--- src/rtl/router_fsm_if.sv ---
// Control/status bundle between the router control FSM and its neighbours
// (router_sync, register block, packet source).
interface router_fsm_if;
    logic       pkt_valid;
    logic [1:0] data_in;
    logic       fifo_full;
    logic       fifo_empty_0;
    logic       fifo_empty_1;
    logic       fifo_empty_2;
    logic       soft_reset_0;
    logic       soft_reset_1;
    logic       soft_reset_2;
    logic       parity_done;
    logic       low_pkt_valid;

    logic       detect_add;
    logic       lfd_state;
    logic       ld_state;
    logic       laf_state;
    logic       full_state;
    logic       write_enb_reg;
    logic       rst_int_reg;
    logic       busy;
    logic [2:0] state;

    // Level signals sampled on the rising clock edge; there is no valid/ready
    // pair here, so every input is taken as-is at each edge and every output is
    // a registered-state decode that is stable for the whole cycle.
    modport master (
        input  pkt_valid, data_in, fifo_full,
               fifo_empty_0, fifo_empty_1, fifo_empty_2,
               soft_reset_0, soft_reset_1, soft_reset_2,
               parity_done, low_pkt_valid,
        output detect_add, lfd_state, ld_state, laf_state, full_state,
               write_enb_reg, rst_int_reg, busy, state
    );

    modport slave (
        output pkt_valid, data_in, fifo_full,
               fifo_empty_0, fifo_empty_1, fifo_empty_2,
               soft_reset_0, soft_reset_1, soft_reset_2,
               parity_done, low_pkt_valid,
        input  detect_add, lfd_state, ld_state, laf_state, full_state,
               write_enb_reg, rst_int_reg, busy, state
    );
endinterface

--- src/rtl/router_fsm.sv ---
// Control FSM of the 1x3 packet router: walks each packet through header,
// payload and parity phases into the addressed output FIFO.
module router_fsm #(
    parameter logic [1:0] ADDR_INVALID = 2'b11,
    parameter int         STATE_W      = 3
) (
    input  logic         clock,
    input  logic         resetn,
    router_fsm_if.master bus
);

    typedef enum logic [STATE_W-1:0] {
        DECODE_ADDRESS     = 3'd0,
        WAIT_TILL_EMPTY    = 3'd1,
        LOAD_FIRST_DATA    = 3'd2,
        LOAD_DATA          = 3'd3,
        FIFO_FULL_STATE    = 3'd4,
        LOAD_AFTER_FULL    = 3'd5,
        LOAD_PARITY        = 3'd6,
        CHECK_PARITY_ERROR = 3'd7
    } state_t;

    state_t     state_q;
    state_t     state_d;
    logic [1:0] addr_q;
    logic       empty_in;
    logic       empty_addr;
    logic       soft_addr;

    always_comb begin
        empty_in = 1'b0;
        case (bus.data_in)
            2'd0:    empty_in = bus.fifo_empty_0;
            2'd1:    empty_in = bus.fifo_empty_1;
            2'd2:    empty_in = bus.fifo_empty_2;
            default: empty_in = 1'b0;
        endcase
    end

    // Address 3 has no FIFO behind it, so it never reports empty or soft reset.
    always_comb begin
        empty_addr = 1'b0;
        soft_addr  = 1'b0;
        case (addr_q)
            2'd0: begin empty_addr = bus.fifo_empty_0; soft_addr = bus.soft_reset_0; end
            2'd1: begin empty_addr = bus.fifo_empty_1; soft_addr = bus.soft_reset_1; end
            2'd2: begin empty_addr = bus.fifo_empty_2; soft_addr = bus.soft_reset_2; end
            default: begin empty_addr = 1'b0; soft_addr = 1'b0; end
        endcase
    end

    always_ff @(posedge clock or negedge resetn) begin
        if (!resetn) begin
            state_q <= DECODE_ADDRESS;
            addr_q  <= 2'd0;
        end else begin
            state_q <= state_d;
            if (state_q == DECODE_ADDRESS) addr_q <= bus.data_in;
        end
    end

    always_comb begin
        state_d = state_q;
        case (state_q)
            DECODE_ADDRESS: begin
                if (bus.pkt_valid && (bus.data_in != ADDR_INVALID))
                    state_d = empty_in ? LOAD_FIRST_DATA : WAIT_TILL_EMPTY;
            end
            WAIT_TILL_EMPTY: if (empty_addr) state_d = LOAD_FIRST_DATA;
            LOAD_FIRST_DATA: state_d = LOAD_DATA;
            LOAD_DATA: begin
                if (bus.fifo_full)       state_d = FIFO_FULL_STATE;
                else if (!bus.pkt_valid) state_d = LOAD_PARITY;
            end
            FIFO_FULL_STATE: if (!bus.fifo_full) state_d = LOAD_AFTER_FULL;
            LOAD_AFTER_FULL: begin
                if (bus.parity_done)        state_d = DECODE_ADDRESS;
                else if (bus.low_pkt_valid) state_d = LOAD_PARITY;
                else                        state_d = LOAD_DATA;
            end
            LOAD_PARITY:        state_d = CHECK_PARITY_ERROR;
            CHECK_PARITY_ERROR: state_d = bus.fifo_full ? FIFO_FULL_STATE : DECODE_ADDRESS;
            default:            state_d = DECODE_ADDRESS;
        endcase
        // A soft reset of the addressed FIFO abandons the packet from any phase.
        if ((state_q != DECODE_ADDRESS) && soft_addr) state_d = DECODE_ADDRESS;
    end

    always_comb begin
        bus.detect_add    = 1'b0;
        bus.lfd_state     = 1'b0;
        bus.ld_state      = 1'b0;
        bus.laf_state     = 1'b0;
        bus.full_state    = 1'b0;
        bus.write_enb_reg = 1'b0;
        bus.rst_int_reg   = 1'b0;
        bus.busy          = 1'b0;
        case (state_q)
            DECODE_ADDRESS:  bus.detect_add = 1'b1;
            WAIT_TILL_EMPTY: bus.busy = 1'b1;
            LOAD_FIRST_DATA: begin
                bus.busy          = 1'b1;
                bus.lfd_state     = 1'b1;
                bus.write_enb_reg = 1'b1;
            end
            LOAD_DATA: begin
                bus.ld_state      = 1'b1;
                bus.write_enb_reg = 1'b1;
            end
            FIFO_FULL_STATE: begin
                bus.busy       = 1'b1;
                bus.full_state = 1'b1;
            end
            LOAD_AFTER_FULL: begin
                bus.busy          = 1'b1;
                bus.laf_state     = 1'b1;
                bus.write_enb_reg = 1'b1;
            end
            LOAD_PARITY: begin
                bus.busy          = 1'b1;
                bus.write_enb_reg = 1'b1;
            end
            CHECK_PARITY_ERROR: begin
                bus.busy        = 1'b1;
                bus.rst_int_reg = 1'b1;
            end
            default: bus.detect_add = 1'b1;
        endcase
    end

    assign bus.state = state_q;

endmodule

--- src/flat_wrapper.sv ---
// flat-port wrapper written by rule: the top's interface ports become plain ports
module router_fsm_flat 
#(
    parameter logic [1:0] ADDR_INVALID = 2'b11,
    parameter int         STATE_W      = 3
)
  (clock, resetn, bus_pkt_valid, bus_data_in, bus_fifo_full, bus_fifo_empty_0, bus_fifo_empty_1, bus_fifo_empty_2, bus_soft_reset_0, bus_soft_reset_1, bus_soft_reset_2, bus_parity_done, bus_low_pkt_valid, bus_detect_add, bus_lfd_state, bus_ld_state, bus_laf_state, bus_full_state, bus_write_enb_reg, bus_rst_int_reg, bus_busy, bus_state);
  router_fsm_if bus_i ();
  input  logic clock;
  input  logic resetn;
  input wire logic [$bits(bus_i.pkt_valid)-1:0] bus_pkt_valid;
  input wire logic [$bits(bus_i.data_in)-1:0] bus_data_in;
  input wire logic [$bits(bus_i.fifo_full)-1:0] bus_fifo_full;
  input wire logic [$bits(bus_i.fifo_empty_0)-1:0] bus_fifo_empty_0;
  input wire logic [$bits(bus_i.fifo_empty_1)-1:0] bus_fifo_empty_1;
  input wire logic [$bits(bus_i.fifo_empty_2)-1:0] bus_fifo_empty_2;
  input wire logic [$bits(bus_i.soft_reset_0)-1:0] bus_soft_reset_0;
  input wire logic [$bits(bus_i.soft_reset_1)-1:0] bus_soft_reset_1;
  input wire logic [$bits(bus_i.soft_reset_2)-1:0] bus_soft_reset_2;
  input wire logic [$bits(bus_i.parity_done)-1:0] bus_parity_done;
  input wire logic [$bits(bus_i.low_pkt_valid)-1:0] bus_low_pkt_valid;
  output wire logic [$bits(bus_i.detect_add)-1:0] bus_detect_add;
  output wire logic [$bits(bus_i.lfd_state)-1:0] bus_lfd_state;
  output wire logic [$bits(bus_i.ld_state)-1:0] bus_ld_state;
  output wire logic [$bits(bus_i.laf_state)-1:0] bus_laf_state;
  output wire logic [$bits(bus_i.full_state)-1:0] bus_full_state;
  output wire logic [$bits(bus_i.write_enb_reg)-1:0] bus_write_enb_reg;
  output wire logic [$bits(bus_i.rst_int_reg)-1:0] bus_rst_int_reg;
  output wire logic [$bits(bus_i.busy)-1:0] bus_busy;
  output wire logic [$bits(bus_i.state)-1:0] bus_state;
  assign bus_i.pkt_valid = bus_pkt_valid;
  assign bus_i.data_in = bus_data_in;
  assign bus_i.fifo_full = bus_fifo_full;
  assign bus_i.fifo_empty_0 = bus_fifo_empty_0;
  assign bus_i.fifo_empty_1 = bus_fifo_empty_1;
  assign bus_i.fifo_empty_2 = bus_fifo_empty_2;
  assign bus_i.soft_reset_0 = bus_soft_reset_0;
  assign bus_i.soft_reset_1 = bus_soft_reset_1;
  assign bus_i.soft_reset_2 = bus_soft_reset_2;
  assign bus_i.parity_done = bus_parity_done;
  assign bus_i.low_pkt_valid = bus_low_pkt_valid;
  assign bus_detect_add = bus_i.detect_add;
  assign bus_lfd_state = bus_i.lfd_state;
  assign bus_ld_state = bus_i.ld_state;
  assign bus_laf_state = bus_i.laf_state;
  assign bus_full_state = bus_i.full_state;
  assign bus_write_enb_reg = bus_i.write_enb_reg;
  assign bus_rst_int_reg = bus_i.rst_int_reg;
  assign bus_busy = bus_i.busy;
  assign bus_state = bus_i.state;
  router_fsm #(.ADDR_INVALID(ADDR_INVALID), .STATE_W(STATE_W)) u_core (.clock(clock), .resetn(resetn), .bus(bus_i));
endmodule
--- config.mk ---
export PLATFORM = sky130hd
export DESIGN_NAME = router_fsm_flat
export DESIGN_NICKNAME = d
export VERILOG_FILES = /design/src/rtl/router_fsm_if.sv /design/src/rtl/router_fsm.sv /design/src/flat_wrapper.sv
export SDC_FILE = /design/constraint.sdc
export NUM_CORES = 1
export LEC_CHECK = 0
export BUFFER_PORTS_ARGS = -buffer_cell sky130_fd_sc_hd__buf_2
export CORE_AREA = 4 4 41 43
export DETAILED_ROUTE_END_ITERATION = 10
export DIE_AREA = 0 0 45 47
export PLACE_DENSITY = 0.72
export SLEW_MARGIN = 20
export SYNTH_ARGS = -nofsm -noshare
export SYNTH_HDL_FRONTEND = slang
export SYNTH_SLANG_ARGS = --single-unit
--- constraint.sdc ---
create_clock -name clock -period 1.9 [get_ports clock]
set_input_delay 0.095 -clock clock [delete_from_list [all_inputs] [get_ports clock]]
set_output_delay 0.095 -clock clock [all_outputs]
set_load 0.01 [all_outputs]
# After elaboration in Yosys (flattened, before gate mapping)
# Index checks and enable logic that the tools add are counted.
# W data, S select, Z words.
# totals
ff_bits,5
wordCells,49
mem_count,0
mem_bits_ro,0
inputBits,14
latch_bits,0
ramBits,0
out_inout_bits,11
# classes
n_addsub,0
eq_ne,16
shift,0
bitwise,0
div,0
mux,22
mul,0
n_lt_le_gt_ge,0
n_reduce_logical,9
# ops
operator,n
$mux W3,9
$pmux W3 S8,1
$eq A3 B3 Y1 const B,4
$pmux W1 S3,3
$mux W1,8
$eq A3 B2 Y1 const B,2
$reduce_or A6 Y1,1
$eq A2 B1 Y1 const B,2
$eq A2 B2 Y1 const B,2
$logic_not A2 Y1,2
$ne A4 B3 Y1 const B,1
$reduce_and A4 Y1,1
$reduce_or A4 Y1,1
$eq A3 B1 Y1 const B,1
$logic_not A3 Y1,1
$ne A3 B1 Y1 const B,1
$ne A3 B2 Y1 const B,1
$ne A3 B3 Y1 const B,1
$reduce_bool A3 Y1,1
$logic_and A1 B1 Y1,2
$mux W2,1
$ne A2 B2 Y1 const B,1

# Logic depth before layout (Yosys ltp)
# Gate-level depths: netlist of the first run.
# depth
word_depth,6
ltp_mapped,6
depth_no_buf,5

# Worst setup path after synthesis of the first run
# OpenSTA, ideal clock, no wires.
# synth_path
path_kind,register to register
start,register u_core.state_q[0] (netlist: u_core.bus.state[0])
end,register u_core.state_q[0] (netlist: u_core.bus.state[0])
setup_time_ps,126
required_time_ps,1774
n_path_buf,1
t_arrival_ps,1494
path_slack_ps,280
synth_period_minus_slack_ps,1620
path_stages_with_launch,6
path_cell_list,dfrtp_1 -> buf_6 -> nor3b_2 -> a211oi_2 -> o21a_1 -> a311o_1
# synth_via
elab_chain_len,4
word_cells_on_any_way,17
classes_between,eq/ne (11); mux (2); reduce/logical (4)
# synth_lines
element,line_no,source
from (decl),router_fsm.sv:23,state_t state_q;
from (signal assigned),router_fsm.sv:57,state_q <= state_d;
$reduce_bool A3 Y1,router_fsm.sv:86,if ((state_q != DECODE_ADDRESS) && soft_addr) state_d = DECODE_ADDRESS;
$logic_and A1 B1 Y1,router_fsm.sv:86,
$ne A4 B3 Y1 (no source line) (tied with other cells),n/a,
$reduce_and A4 Y1 (no source line),n/a,
# Several ways; a longest one is shown, not always the timed one.
# A chain may end at the register's enable or synchronous reset.

# Worst setup path after layout of the first run
# layout_path
start,register u_core.state_q[2] (netlist: u_core.bus.state[2])
end,register u_core.state_q[0] (netlist: u_core.bus.state[0])
# The elaborated chain is that of the path after synthesis.

==> results of run 1 <==
-- cell families after synthesis --
logic type                after synthesis
and+or+nand+nor                        24
AOI/OAI and AO/OA                      14
muxes                                   5
DFF                                     5
buffers and inverters                   5
xor gates and xnor gates                2
-- how the worst min path moves through the flow --
stage,to,from
after floorplan,u_core.addr_q[0],resetn
after global placement,u_core.addr_q[1],resetn
after detailed placement,u_core.addr_q[0],resetn
after CTS,u_core.addr_q[0],bus_data_in[0]
after global routing,u_core.addr_q[0],bus_data_in[0]
final,u_core.addr_q[0],bus_data_in[0]
-- sequential cells by signal, indices dropped and copies added, names as in the netlist --
name              flops
u_core.bus.state      3
u_core.addr_q         2
-- per-stage QoR --
stage	util (%)	instances	hold slack, ns	setup WS (ns)	power (mW)
after floorplan	-	55	-0.201	0.280	0.742
after global placement	47.9	95	-0.0885	0.295	0.949
after detailed placement	47.9	95	-0.0873	0.220	0.965
after CTS	50.7	100	0.128	0.210	1.09
after global routing	50.7	100	0.140	0.0904	1.18
final	50.7	100	0.139	0.202	1.08
-- final cells by class --
type                       count  area (sq um)  area share (%)
clock buffer                   4          26.3            3.98
timing repair buffer          29           160            24.3
multi-input combinational     45           322            48.8
inverter                       2          7.51            1.14
tap                           15          18.8            2.85
sequential                     5           125            19.0
-- worst max-delay path, delay by kind of cell (launching register included) --
kind / cells / cell delay, ns
AO/OA/AOI/OAI: 2 / 0.54
AND/OR/NAND/NOR: 3 / 0.56
flip-flops: 1 / 0.48
-- synthesized netlist by cell type --
| cell | count |
|---|---|
| a211oi_2 | 1 |
| a21oi_1 | 1 |
| a311o_1 | 1 |
| a32o_1 | 1 |
| and3_1 | 1 |
| and3b_1 | 1 |
| and3b_2 | 1 |
| buf_4 | 1 |
| buf_6 | 2 |
| dfrtp_1 | 5 |
| inv_1 | 2 |
| mux2_2 | 2 |
| mux2i_1 | 3 |
| nand2_1 | 4 |
| nand2b_1 | 1 |
| nand3_1 | 3 |
| nand3b_1 | 3 |
| nor2_1 | 3 |
| nor2b_1 | 1 |
| nor3_1 | 2 |
| nor3_2 | 1 |
| nor3b_2 | 2 |
| o211a_1 | 1 |
| o21a_1 | 1 |
| o21ai_0 | 7 |
| o31ai_1 | 1 |
| or4_1 | 1 |
| xnor2_1 | 2 |
-- where the power goes --
| part | switching (mW) | leakage (nW) | internal [mW] |
|---|---|---|---|
| clock network | 0.0402 | 0.0150 | 0.0792 |
| logic | 0.343 | 0.257 | 0.360 |
| registers | 0.0956 | 0.0621 | 0.160 |
| total | 0.479 | 0.334 | 0.600 |
-- what timing repair did --
action                                  CTS  global route
endpoints found under the setup margin    0             0
hold buffers                              1             0
endpoints found under the hold margin     5             0
-- per-layer routing --
| layer | GRT usage (%) | up-vias | wire, um | part of all wire [%] |
|---|---|---|---|---|
| li1 | - | 265 | - | - |
| met1 | 15.0 | 237 | 526 | 42 |
| met2 | 22.6 | 15 | 682 | 54 |
| met3 | 1.53 | 0 | 49 | 3.9 |
| met4 | 9.36 | 0 | 0 | 0 |
| met5 | 0 | - | 0 | 0 |
==> out/results.ini, run 1 <==
[timing]
worst_pin_slew_ns = 0.259
finalSetupTns_ns = 0
slew_viol_final = 0
min_period_over_period_pct = 89.4
rsz0062_at_grt = no
hold_viol = 0
post-route-min-period_ns = 1.70
clock.fmax_mhz = 589
clock_skew_ns = 0.00198
setup_viol = 0
slew_headroom_pct = 82.6

[worst_setup_path]
cp.arrival_ns = 1.81
slowest_stage = dfrtp_1
worst-path-max-fanout = 8
rrSetupSlack_ns = 0.20
r2r-end = u_core.bus.state[0]
worst_r2r_path_depth = 5
worstSetupStartpoint = u_core.bus.state[2]
criticalPathCategory = reg -> reg
cp_cell_sequence = and3b_2 > and3b_1 > a211oi_2 > nor3_1 > a311o_1
setup.worst_path.end = u_core.bus.state[0]
cp-start-kind = flip-flop
worstPathRequired_ns = 2.01
slowest_delay_ns = 0.48
end_kind = flip-flop
rr_startpoint = u_core.bus.state[2]

[die]
start_util_pct = 37.2
num_rows = 13
die-area_sq_um = 2120
io_pins = 25
die_h_um = 47
core_sq_um = 1300
die_x_um = 45

[power]
leakage_nw = 0.334
peakVddDrop_mv = 0.824
p_per_area_nw_per_um2 = 1640

[logic_synthesis]
synth_top_area_share_pct = 25.8
synth_compound_area_share_pct = 20.2
syn_area_sq_um = 484
synthCells = 55
yosysWarnings = 0
synth-xor-area-share_pct = 3.62
synthAdderAreaFrac_pct = 0
synthTopCellsByArea = dfrtp_1 (26%), o21ai_0 (7.2%), mux2i_1 (6.2%)
synth_mux_area_share_pct = 10.9
synth_seq_cells = 5
synth_top_area_cell = dfrtp_1
synth_cell_types = 28
yosysSeqAreaShare_pct = 25.8
avgSynthCellArea_sq_um = 8.80
synthesis.nets = 69
synth_top_family_by_area = simple AND/OR/NAND/NOR gates
synthSimpleGateAreaFrac_pct = 31.8

[clock_network]
clock_latency_ns = 0.24
cts_sinks = 5
clk_pin_slew_ns = 0.04
clockRootBuffer = clkbuf_4
ctsHtreeMaxLevel = 1
numCtsBuffers = 3
clk_path_buf_depth = 2
cts_setup_buffers = 0
tritoncts = built
ctsResizeCount = 0

[global_route]
grt_pass1_vias = 496
overflow = 0
grt_pass1_wl_um = 2020
antenna_found_initial = 0
track_usage_pct = 13.1
grt_start_max_net_pins = 10

[drt]
wl_per_cell_um = 12.6
wirelength_um = 1260
post-route-drc-count = 0
via_per_inst = 5.17
drt-initial-drc-count = 13
vias = 517
dr.pass1.iters = 4
antenna_left = 0

[run]
max_cap_violations = 0

[finish]
layout_commonest_cell = buf_2
final_cell_mix = buf_2 (24), o21ai_0 (7), dfrtp_1 (5), nand2_1 (4), buf_4 (4)
diodes = 0
syn2layout_area_growth_pct = 36.2
n_fill_cell = 133
num-nets-final = 100
post_route_cells_drive_above_1_share_pct = 44.7
fin_area_sq_um = 659

[worst_hold_path]
holdCritPathClass = in -> reg
min_path_cells = 2

[placed_design]
dpl-instance-area_sq_um = 623
dp_hpwl_um = 1080
place.gp.congestion = 0.871
portBuffers = 24

[status]
status = finished clean

Power figures use the tool's default switching activity.
==> run 2: changes to the inputs <==
--- a/config.mk
+++ b/config.mk
@@ -6,9 +6,9 @@
 export NUM_CORES = 1
 export LEC_CHECK = 0
 export BUFFER_PORTS_ARGS = -buffer_cell sky130_fd_sc_hd__buf_2
-export CORE_AREA = 4 4 41 43
+export CORE_AREA = 5 5 42 44
 export DETAILED_ROUTE_END_ITERATION = 10
-export DIE_AREA = 0 0 45 47
+export DIE_AREA = 0 0 47 49
 export PLACE_DENSITY = 0.72
 export SLEW_MARGIN = 20
 export SYNTH_ARGS = -nofsm -noshare
==> run 2 against run 1 <==
Net effect:
- clock skew up 0.0087 ns
- largest cell class unchanged
- sequential power grew 11%
- maximum frequency is 3.9% lower
- highest routed layer unchanged
- via count shrank 3.5%
- clock power is 3% higher
- register-to-register slack worse by 0.07 ns
- routed wire length shrank 5.4%
- core utilization fell by 4.6 points
- worst hold slack improved by 0.0032 ns
- largest power group unchanged
- non-clock buffer count is 2 lower
- critical endpoint unchanged
- setup slack worse by 0.068 ns
==> out/results.ini, run 2 (synthesis results as in run 1) <==
[worst_setup_path]
worstPathRequired_ns = 2.02  ; was 2.01 ns
worst_r2r_path_depth = 5  ; unchanged
r2r-end = u_core.bus.state[0]  ; unchanged
cp.arrival_ns = 1.88  ; was 1.81 ns
worst-path-max-fanout = 13  ; was 8
rr_startpoint = u_core.bus.state[2]  ; unchanged
criticalPathCategory = reg -> reg  ; unchanged
end_kind = flip-flop  ; unchanged
cp-start-kind = flip-flop  ; unchanged
rrSetupSlack_ns = 0.13  ; was 0.20 ns

[drt]
post-route-drc-count = 0  ; unchanged
vias = 499  ; was 517
drt-initial-drc-count = 3  ; was 13
wl_per_cell_um = 12.0  ; was 12.6 um
via_per_inst = 5.04  ; was 5.17
dr.pass1.iters = 4  ; unchanged
wirelength_um = 1190  ; was 1260 um
antenna_left = 0  ; unchanged

[clock_network]
cts_setup_buffers = 0  ; unchanged
clock_latency_ns = 0.25  ; was 0.24 ns
clk_pin_slew_ns = 0.05  ; was 0.04 ns
tritoncts = built  ; unchanged
ctsResizeCount = 0  ; unchanged
ctsHtreeMaxLevel = 1  ; unchanged
hold_buffers = 1  ; unchanged
clk_path_buf_depth = 2  ; unchanged
clockRootBuffer = clkbuf_4  ; unchanged
cts_sinks = 5  ; unchanged
numCtsBuffers = 3  ; unchanged

[finish]
syn2layout_area_growth_pct = 33.3  ; was 36.2%
num-nets-final = 98  ; was 100
post_route_cells_drive_above_1_share_pct = 43.4  ; was 44.7%
layout_commonest_cell = buf_2  ; unchanged
fin_area_sq_um = 646  ; was 659 sq um
largest_reg_flops = 3  ; unchanged
finalNonFillerCells = 99  ; was 100
final_cell_mix = buf_2 (24), o21ai_0 (7), dfrtp_1 (5), nand2_1 (4)  ; was buf_2 (24), o21ai_0 (7), dfrtp_1 (5), nand2_1 (4), buf_4 (4)
diodes = 0  ; unchanged

[timing]
setup_viol = 0  ; unchanged
clock_skew_ns = 0.0107  ; was 0.00198 ns
post-route-min-period_ns = 1.77  ; was 1.70 ns
clock.fmax_mhz = 566  ; was 589 MHz
rsz0062_at_grt = no  ; unchanged
slew_viol_final = 0  ; unchanged
finalSetupTns_ns = 0  ; unchanged
worst_pin_slew_ns = 0.389  ; was 0.259 ns
min_period_over_period_pct = 93.0  ; was 89.4%
hold_viol = 0  ; unchanged
slew_headroom_pct = 74.1  ; was 82.6%

[status]
status = finished clean  ; unchanged

[die]
num_rows = 14  ; was 13
core_sq_um = 1400  ; was 1300 sq um
io_pins = 25  ; unchanged
die_h_um = 49  ; was 47 um
die-area_sq_um = 2300  ; was 2120 sq um
start_util_pct = 34.6  ; was 37.2%
die_x_um = 47  ; was 45 um

[worst_hold_path]
holdPathEnd = u_core.addr_q[0]  ; unchanged
worst_hold_startpoint = bus_data_in[0]  ; unchanged
min_path_cells = 2  ; unchanged
holdCritPathClass = in -> reg  ; unchanged

[global_route]
antenna_found_initial = 0  ; unchanged
overflow = 0  ; unchanged
grt_pass1_vias = 460  ; was 496
track_usage_pct = 11.4  ; was 13.1%
grt_start_max_net_pins = 14  ; was 10
grt_pass1_wl_um = 2010  ; was 2020 um

[placed_design]
placed_cells = 94  ; was 95
place.gp.congestion = 0.744  ; was 0.871
dpl-instance-area_sq_um = 609  ; was 623 sq um
portBuffers = 24  ; unchanged
dp_hpwl_um = 991  ; was 1080 um

[power]
leakage_nw = 0.323  ; was 0.334 nW
p_per_area_nw_per_um2 = 1620  ; was 1640 nW/um^2
peakVddDrop_mv = 1.00  ; was 0.824 mV

[run]
max_cap_violations = 0  ; unchanged

[run 2: cell count changes in the layout (fill, tap and decap cells not counted), sizes merged]
cell,before,now
buf,28,26
[run 2: worst max-delay path by stage]
stage,start,endpoint,slack [ns],cells past startpoint
finish,u_core.bus.state[2],u_core.bus.state[0],0.13,5
global placement,u_core.bus.state[2],u_core.bus.state[0],0.22,5
detailed placement,u_core.bus.state[2],u_core.bus.state[0],0.16,5
floorplan,u_core.bus.state[0],u_core.bus.state[0],0.28,5
CTS,u_core.bus.state[2],u_core.bus.state[0],0.14,5
global route,u_core.bus.state[2],u_core.bus.state[0],0.05,5
[run 2: worst max-delay path, stage by stage, from the launching register on]
cell,delay (ns)
dfrtp_1,0.56
and3b_2,0.27
and3b_1,0.19
a211oi_2,0.20
nor3_1,0.09
a311o_1,0.33
[run 2: power breakdown]
group	internal, mW	switching [mW]	total (mW)
sequential	0.160	0.124	0.283
combinational	0.336	0.303	0.639
clock	0.0794	0.0437	0.123
[run 2: final cells by class]
| cell class | instances | area [sq um] |
|---|---|---|
| Timing Repair Buffer | 27 | 145 |
| Inverter | 2 | 7.51 |
| Tap cell | 16 | 20.0 |
| Fill cell | 158 | 756 |
| Multi-Input combinational cell | 45 | 322 |
| Sequential cell | 5 | 125 |
| Clock buffer | 4 | 26.3 |
[run 2: stage by stage]
stage               hold WS [ns]  power, mW  util, %  setup slack (ns)
finish                     0.142       1.04     46.1             0.134
global route               0.130       1.15     46.1            0.0489
CTS                        0.138       1.06     46.1             0.139
detailed placement       -0.0879      0.929     43.5             0.162
global placement         -0.0897      0.912     43.5             0.219
floorplan                 -0.201      0.742        -             0.280
[run 2: per-layer routing]
layer	vias to the layer above	GRT usage, %	wire length [um]
li1	260	-	-
met1	218	14.9	494
met2	21	16.7	576
met3	0	5.54	120
met4	0	2.76	0
met5	-	0	0
==> run 3: changes to the inputs <==
--- a/config.mk
+++ b/config.mk
@@ -6,9 +6,10 @@
 export NUM_CORES = 1
 export LEC_CHECK = 0
 export BUFFER_PORTS_ARGS = -buffer_cell sky130_fd_sc_hd__buf_2
-export CORE_AREA = 5 5 42 44
+export CORE_AREA = 2 2 39 41
 export DETAILED_ROUTE_END_ITERATION = 10
-export DIE_AREA = 0 0 47 49
+export DIE_AREA = 0 0 41 43
+export HOLD_SLACK_MARGIN = 0.12
 export PLACE_DENSITY = 0.72
 export SLEW_MARGIN = 20
 export SYNTH_ARGS = -nofsm -noshare
==> run 3 against run 2 <==
Net effect:
- sequential power down 20%
- total power is 1.6% higher
- first-iteration DRC count is the same
- clock-buffer cell count is the same
- global-route usage is 2.2 points higher
- register-to-register slack improved by 0.14 ns
- combinational power rose by 12%
- clock skew decreased by 0.0095 ns
- non-clock buffer count rose by 2
- largest cell class unchanged
- routed wire length fell by 12%
- final cell count grew 2.0%
==> out/results.ini, run 3 (synthesis results as in run 1) <==
[status]
status = finished clean  ; unchanged

[finish]
syn2layout_area_growth_pct = 36.4  ; was 33.3%
final_cell_mix = buf_2 (24), o21ai_0 (7), dfrtp_1 (5), nand2_1 (4), buf_4 (4)  ; was buf_2 (24), o21ai_0 (7), dfrtp_1 (5), nand2_1 (4)
layout_commonest_cell = buf_2  ; unchanged
utilization_pct = 47.7  ; was 46.1%
diodes = 0  ; unchanged
post_route_cells_drive_above_1_share_pct = 44.7  ; was 43.4%
largest_reg_flops = 3  ; unchanged
num-nets-final = 100  ; was 98

[clock_network]
clk_pin_slew_ns = 0.04  ; was 0.05 ns
clockRootBuffer = clkbuf_4  ; unchanged
clock_latency_ns = 0.24  ; was 0.25 ns
clk_path_buf_depth = 2  ; unchanged
cts_sinks = 5  ; unchanged
numCtsBuffers = 3  ; unchanged
ctsHtreeMaxLevel = 1  ; unchanged
tritoncts = built  ; unchanged
cts_setup_buffers = 0  ; unchanged

[timing]
rsz0062_at_grt = no  ; unchanged
setup_viol = 0  ; unchanged
hold_viol = 0  ; unchanged
slew_headroom_pct = 82.7  ; was 74.1%
post-route-min-period_ns = 1.63  ; was 1.77 ns
hold_ws_ns = 0.142  ; about the same
worst_slack_ns = 0.270  ; was 0.134 ns
min_period_over_period_pct = 85.8  ; was 93.0%
worst_pin_slew_ns = 0.257  ; was 0.389 ns
slew_viol_final = 0  ; unchanged
clock.fmax_mhz = 613  ; was 566 MHz
finalSetupTns_ns = 0  ; unchanged
clock_skew_ns = 0.00122  ; was 0.0107 ns

[global_route]
grt_start_max_net_pins = 11  ; was 14
grt_pass1_vias = 420  ; was 460
overflow = 0  ; unchanged
antenna_found_initial = 0  ; unchanged
grt_pass1_wl_um = 1570  ; was 2010 um
track_usage_pct = 13.7  ; was 11.4%

[drt]
drt-initial-drc-count = 3  ; unchanged
via_per_inst = 4.84  ; was 5.04
wirelength_um = 1050  ; was 1190 um
dr.pass1.iters = 4  ; unchanged
post-route-drc-count = 0  ; unchanged
antenna_left = 0  ; unchanged
wl_per_cell_um = 10.4  ; was 12.0 um
vias = 489  ; was 499

[power]
leakage_nw = 0.334  ; was 0.323 nW
p_per_area_nw_per_um2 = 1610  ; was 1620 nW/um^2
peakVddDrop_mv = 0.698  ; was 1.00 mV
p_total_mw = 1.06  ; was 1.04 mW

[die]
io_pins = 25  ; unchanged
num_rows = 14  ; unchanged
start_util_pct = 35.0  ; was 34.6%
die_h_um = 43  ; was 49 um
core_sq_um = 1380  ; was 1400 sq um
die-area_sq_um = 1760  ; was 2300 sq um
die_x_um = 41  ; was 47 um

[worst_setup_path]
cp.arrival_ns = 1.75  ; was 1.88 ns
slowest_delay_ns = 0.40  ; was 0.56 ns
path_delay_family = compound AO/OA/AOI/OAI gates  ; was flip-flops
cp-start-kind = flip-flop  ; unchanged
criticalPathCategory = reg -> reg  ; unchanged
end_kind = flip-flop  ; unchanged
slowest_stage = dfrtp_1  ; unchanged
worstPathRequired_ns = 2.02  ; about the same
crit_buf_inv = 1  ; was 0
worst-path-max-fanout = 10  ; was 13
cp_cell_sequence = buf_4 > nor3b_2 > o211a_1 > a211oi_2 > o21a_1 > a311o_1  ; was and3b_2 > and3b_1 > a211oi_2 > nor3_1 > a311o_1

[run]
max_cap_violations = 0  ; unchanged

[placed_design]
place.gp.congestion = 0.740  ; was 0.744
portBuffers = 24  ; unchanged
dp_hpwl_um = 892  ; was 991 um
pre_cts_ws_ns = 0.262  ; was 0.162 ns

[worst_hold_path]
holdCritPathClass = in -> reg  ; unchanged

-- run 3: changes by cell type in the layout (fill, tap and decap cells not counted), sizes merged --
cell,delta
buf,+2
-- run 3: path summary, 6_finish.rpt --
check,slack [ns],cells after the start,from,end
setup / recovery,0.27,6,u_core.bus.state[2],u_core.bus.state[0]
min in group asynchronous,0.20,2,resetn,u_core.addr_q[1]
hold reg to reg,0.61,1,u_core.addr_q[0],u_core.addr_q[0]
hold / removal,0.14,2,bus_data_in[0],u_core.addr_q[0]
setup reg to reg,0.27,6,u_core.bus.state[2],u_core.bus.state[0]
max in group asynchronous,1.58,2,resetn,u_core.bus.state[0]
-- run 3: cell type report --
cell class / instances / area [sq um]
repair buffers: 29 / 160
well taps: 16 / 20.0
multi-input cells: 45 / 322
fillers: 139 / 723
inverters: 2 / 7.51
clock buffers: 4 / 26.3
flip-flops and latches: 5 / 125
-- run 3: metal layers --
metal	track usage, %	share of wire [%]
met1	16.5	44
met3	3.14	4.8
met4	10.0	0
met2	20.0	51
met5	0	0
-- run 3: repair_timing --
| item | in CTS | in global routing |
|---|---|---|
| hold buffers | 1 | 0 |
| gates resized for setup | 0 | 0 |
| hold endpoints to repair | 5 | 0 |
-- run 3: power breakdown --
part	switching (mW)	total (mW)	internal (mW)
Combinational	0.356	0.717	0.361
Clock	0.0393	0.118	0.0791
Sequential	0.0650	0.226	0.161
Total	0.461	1.06	0.601
-- run 3: metrics by stage --
step	cell area, sq um	cells
after floorplan	484	55
after global placement	624	96
after detailed placement	624	96
after CTS	661	101
after global routing	661	101
final	661	101
